File: src/rtl/dec_sel_sequencer.sv
// dec_sel_sequencer
// Round-robin channel-select sequencer that drives the {en, in[2:0]} inputs of
// a 3-to-8 decoder. A start command captures a request mask and a dwell value.
// Each requested channel is then granted in round-robin order. Every grant
// holds the decoder enabled for dwell+1 cycles, and a break-before-make gap
// separates consecutive grants. A one-cycle done pulse closes the burst.
//
// Handshake: start is a single-cycle command. It is accepted only while the
// FSM is IDLE (busy low), which includes the cycle in which done is high.
// req and dwell are sampled only on that accepting edge. done is a one-cycle
// completion pulse with no back-pressure.

module dec_sel_sequencer #(
   parameter int DWELL_W = 4
) (
   input  logic               clk,
   input  logic               rst_n,
   input  logic               start,
   input  logic [7:0]         req,
   input  logic [DWELL_W-1:0] dwell,
   output logic [2:0]         sel,
   output logic               en,
   output logic               busy,
   output logic               done,
   output logic [1:0]         state_dbg
);

   typedef enum logic [1:0] {
      IDLE = 2'd0,
      ARB  = 2'd1,
      HOLD = 2'd2,
      GAP  = 2'd3
   } state_t;

   state_t             state;
   logic [7:0]         pend;
   logic [2:0]         ptr;
   logic [DWELL_W-1:0] dw;
   logic [DWELL_W-1:0] cnt;
   logic [2:0]         grant;
   logic               found;
   logic [2:0]         idx;

   // Round-robin search: first pending channel at or after ptr, wrapping mod 8
   always_comb begin
      grant = ptr;
      found = 1'b0;
      idx   = ptr;
      for (int o = 0; o < 8; o++) begin
         idx = ptr + 3'(o);
         if (!found && pend[idx]) begin
            grant = idx;
            found = 1'b1;
         end
      end
   end

   // Sequencer FSM with registered decoder outputs
   always_ff @(posedge clk) begin
      if (!rst_n) begin
         state <= IDLE;
         sel   <= 3'd0;
         en    <= 1'b0;
         done  <= 1'b0;
         pend  <= 8'h00;
         dw    <= '0;
         cnt   <= '0;
         ptr   <= 3'd0;
      end else begin
         done <= 1'b0;
         case (state)
            IDLE: begin
               if (start) begin
                  if (req != 8'h00) begin
                     pend  <= req;
                     dw    <= dwell;
                     state <= ARB;
                  end else begin
                     // Empty request: finish immediately without going busy
                     done <= 1'b1;
                  end
               end
            end
            ARB: begin
               sel         <= grant;
               pend[grant] <= 1'b0;
               ptr         <= grant + 3'd1;
               cnt         <= dw;
               en          <= 1'b1;
               state       <= HOLD;
            end
            HOLD: begin
               if (cnt == '0) begin
                  en    <= 1'b0;
                  state <= GAP;
               end else begin
                  cnt <= cnt - DWELL_W'(1);
               end
            end
            GAP: begin
               if (pend != 8'h00) begin
                  state <= ARB;
               end else begin
                  state <= IDLE;
                  done  <= 1'b1;
               end
            end
            default: state <= IDLE;
         endcase
      end
   end

   assign busy      = (state != IDLE);
   assign state_dbg = state;

endmodule
File: config.mk
export PLATFORM = sky130hd
export DESIGN_NAME = dec_sel_sequencer
export DESIGN_NICKNAME = d
export VERILOG_FILES = /design/src/rtl/dec_sel_sequencer.sv
export SDC_FILE = /design/constraint.sdc
export NUM_CORES = 1
export LEC_CHECK = 0
export ABC_AREA = 0
export BUFFER_PORTS_ARGS = -buffer_cell sky130_fd_sc_hd__buf_4
export CAP_MARGIN = 10
export CORE_MARGIN = 2
export CORE_UTILIZATION = 40
export DETAILED_ROUTE_END_ITERATION = 16
export HOLD_SLACK_MARGIN = 0.06
export SLEW_MARGIN = 30
export SYNTH_ARGS = -nofsm -noshare
export SYNTH_HDL_FRONTEND = slang
export SYNTH_SLANG_ARGS = --single-unit
File: constraint.sdc
create_clock -name clk -period 6.82 [get_ports clk]
set_input_delay 1.364 -clock clk [delete_from_list [all_inputs] [get_ports clk]]
set_output_delay 1.364 -clock clk [all_outputs]
set_load 0.005 [all_outputs]
[Yosys cells after proc, flatten, opt, wreduce, memory -nomap -nowiden]
Cells that the tools add are included.
W data, S select, Z words.
Word-level totals
  output and inout port bits: 8
  flip-flop bits (word level): 26
  input bits: 15
  logic and storage cells: 111
Cells by class
  reductions and logical operators: 27
  muxes and demuxes: 48
  bitwise gates (word level): 2
  equal/unequal tests: 7
  magnitude comparators: 10
  add/sub/neg operators: 9
Operators with widths (number)
  $lt A3 B4 Y1 const B: 9
  $bmux W1 S3: 8
  $mux W1: 21
  $mux W3: 7
  $mux W8: 2
  $pmux W8 S2: 1
  $reduce_bool A8 Y1: 2
  $add A3 B3 Y3 const B: 4
  $reduce_and A3 Y1: 3
  $and A8 B8 Y8: 1
  $logic_and A1 B1 Y1: 8
  $ne A2 B2 Y1 const B: 4
  $not A8 Y8: 1
  $pmux W2 S4: 1
  $pmux W4 S2: 1
  $logic_not A1 Y1: 7
  $add A3 B1 Y3 const B: 2
  $add A3 B2 Y3 const B: 2
  $mux W2: 3
  $reduce_bool A2 Y1: 3
  $eq A2 B2 Y1 const B: 2
  $logic_not A4 Y1: 1
  $mux W4: 1
  $pmux W1 S2: 2
  other kinds (6): 7

[Logic depth before layout (Yosys ltp)]
  word-level depth: 31
  mapped depth: 14
  gate-level depth less buffers: 10

[Least setup slack after synthesis]
OpenSTA, ideal clock, no wires.
  path kind: reg-to-reg
  start point: register ptr[1]
  end point: register ptr[2]
  required time: 6.746 ns
  stages on the path, launching flop included: 14
  arrival time: 3.448 ns
  setup time: 0.074 ns
  setup slack: 3.298 ns
  buffers on the path: 3
  clock period less this slack: 3.522 ns
  cells stage by stage: dfxtp_1 clkbuf_1 inv_1 ha_1 buf_4 clkbuf_1 mux4_2 mux2_4 a311oi_1 a21boi_1 a311oi_2 o22ai_1 or4_1 a31oi_1
Between the ends
  longest elaborated chain between the ends: 25
  elaborated cells on any way between the ends: 52
  those cells by class: add/sub (8); mux (30); reduce/logical (14)
RTL lines
  start, declared: line 37  | logic [2:0] ptr;
  start signal, assigned: line 87  | ptr <= grant + 3'd1;
  parallel branches: the longest is 23 deep, another holds $add A3 B1 Y3
  $mux W3 (*): line 51  | if (!found && pend[idx]) begin
  $add A3 B1 Y3 (*): line 87
Mark *: on every way between the ends. The select of a mux whose other input is x is not followed.
A chain may end at the register's enable or synchronous reset.

[Final worst setup path]
  start point: register ptr[0]
  end point: register pend[6]
Between the ends
  longest elaborated chain between the ends: 31
  elaborated cells on any way between the ends: 59
  those cells by class: add/sub (7); order compare (2); mux (33); bitwise (2); reduce/logical (15)
RTL lines
  parallel branches: the longest is 23 deep, another holds $add A3 B1 Y3
  $mux W3 (*): line 51
  $lt A3 B4 Y1 (implied by the code) / $ge A3 B1 Y1 (equally long branches): line 86  | pend[grant] <= 1'b0;
  $logic_and A1 B1 Y1 (implied by the code): line 86
  $mux W1 (implied by the code): line 86
  $demux W1 S3 (*): line 86
  $not A8 Y8 (no line) (*)
  $and A8 B8 Y8 (no line) (*)
  $pmux W8 S2 (*): line 71  | case (state)
  end signal, assigned: line 75  | pend <= req;
  end, declared: line 36  | logic [7:0] pend;
Marks and branches as above.

==> impl_metrics.ini <==
[clock_tree]
post-cts-setup-buffers = 0
cts_tree = done
clock_latency_ns = 0.27
ctsResizeCount = 0
numCtsBuffers = 3
cts_root_buffer = clkbuf_8
htreeDepth = 1
cts.sinks = 26
clk_pin_slew_ns = 0.09
hold_buffers = 0
clk_path_buf_depth = 2

[yosys]
synth_top_area_share = 0.239
synthCells = 263
synth-seq-cells = 26
synthTopCellsByArea = dfxtp_1, mux2i_1, mux4_2
synth_nets = 286
async_flop_share = 0
ys_warn_count = 0
synth-main-ff-cell = dfxtp_1
synth.distinct_cells = 61
ys_seq_area_frac = 0.239
synth_area_per_cell_um2 = 8.29
synth_area_um2 = 2180
synth_top_cell_by_area = dfxtp_1
synth-edff-count = 0

[worst_setup_path]
cp.arrival_ns = 4.45
critPathRequiredTime_ns = 6.99
r2r_cells = 10
r2r-start = ptr[0]
r2r_slack_ns = 2.53
setup.worst_path.start = ptr[0]
crit_type = flop to flop
endpoint_kind = flop
r2r_end = pend[6]
critical_path.max_fanout = 14
cp-start-kind = flop

[finish]
drive_gt1_frac = 0.161
n_antenna_cell = 0
final_common_cell = nand2_1
areaGrowthSynthToFinish_pct = 10.9
final_cell_mix = nand2_1, dfxtp_1, buf_4, nor2_1, a21oi_1
final_net_count = 299
num-fill-cells = 500

[die]
coreArea_um2 = 5170
die_w_um = 77.8
die_area_um2 = 6060
initial_core_util = 0.422
fp-row-count = 26
io_pins = 23
die_h_um = 77.8

[place]
dp.final_hpwl_um = 3810
io_buffer_count = 22
gp_congestion = 0.859

[drt]
drt_wl_total_um = 5090
vias = 1964
first_iter_violations = 151
dr.pass1.iters = 4
drc = 0
ant_nets = 0
drt-wirelength-per-cell_um = 14.8
via_per_inst = 5.71

[timing]
setup_viol = 0
period_share = 0.628
period_needed_ns = 4.29
holdWs_ns = 0.483
rsz0062_at_grt = no
slew_violations = 0
fmax_ghz = 0.233
skew_ns = 0.00657
finalHoldViolCount = 0
max-slew-margin-rel = 0.489
worst_slew_pin_slew_ns = 0.766
fin_tns_setup_ns = 0

[outcome]
outcome = completed

[grt]
grt_use_total = 0.176
grt_overflow = 0
antenna_found_initial = 0
grt_max_degree = 33
first_global_vias = 1836
grt_pass1_wl_um = 8850

[hold_path]
holdPathEnd = sel[2]
hold_depth = 2
worstHoldStart = sel[2]
hold_path.class = flop to flop

[job]
drv_cap = 0
## Yosys cell counts, drive strengths merged (5+ instances only)
library cell and instances:
nor2 21, inv 11, clkbuf 10, o21ai 18
mux4 8, a311oi 5, mux2i 15, dfxtp 26
nor2b 6, ha 8, nand2 28, nand2b 8
xnor2 5, a21oi 19, a31oi 5, nor3b 10
## worst max-delay path, stage by stage (launching register included)
cell and delay [ns]:
dfxtp_1 0.77, inv_1 0.17, ha_1 0.64, mux2i_1 0.19
mux4_2 0.55, a32o_1 0.37, a211oi_2 0.23, o21ai_2 0.09
xnor2_1 0.57, o21ai_0 0.26, o311a_1 0.34
## per-stage QoR
| stage | instance area, um2 | util | worst slack (ns) | std cells |
|---|---|---|---|---|
| 2_1_floorplan | 2180 | - | 3.30 | 263 |
| 5_1_grt | 2420 | 0.468 | 2.07 | 344 |
| 4_1_cts | 2410 | 0.466 | 2.36 | 344 |
| 3_3_place_gp | 2370 | 0.458 | 2.52 | 341 |
| 3_5_place_dp | 2370 | 0.458 | 2.38 | 341 |
| 6_report | 2420 | 0.468 | 2.53 | 344 |
## state kept, by name, indices dropped and copies added, names as in the netlist
register and count:
en 1, dw 4, state_dbg 2, pend 8
cnt 4, done 1, ptr 3, sel 3
## metal layers
layer  part of all wire  up-vias  track usage
li1                   -     1003            -
met1               0.49      926        0.244
met2               0.48       33        0.304
met3              0.026        2       0.0140
met4             0.0024        0       0.0268
met5                  0        -            0
## worst max-delay path by stage
stage	cells past startpoint	slack (ns)	endpoint
2_1_floorplan	13	3.30	ptr[2]
3_3_place_gp	10	2.52	pend[5]
3_5_place_dp	10	2.38	pend[5]
4_1_cts	10	2.36	pend[5]
5_1_grt	10	2.07	pend[6]
6_report	10	2.53	pend[6]
## cells by family after synthesis
family          Yosys count  share of synthesized area
xor+xnor                  6                     0.0241
mux                      26                      0.174
flops                    26                      0.239
buf+inv                  26                     0.0505
compound gates           76                      0.243
fa+ha+maj                 8                     0.0459
simple gates             95                      0.224
## final cells by class
cell class	count	area, um2	share of cell area
clock buffer	3	41.3	0.0171
inverter	12	45.0	0.0186
multi-input combinational	211	1560	0.645
sequential	26	520	0.215
tap	70	87.6	0.0362
timing repair buffer	22	165	0.0683
Power is left out: the tool's default activity adds up to more than one toggle a clock period on the data nets, which glitch-free logic cannot reach.
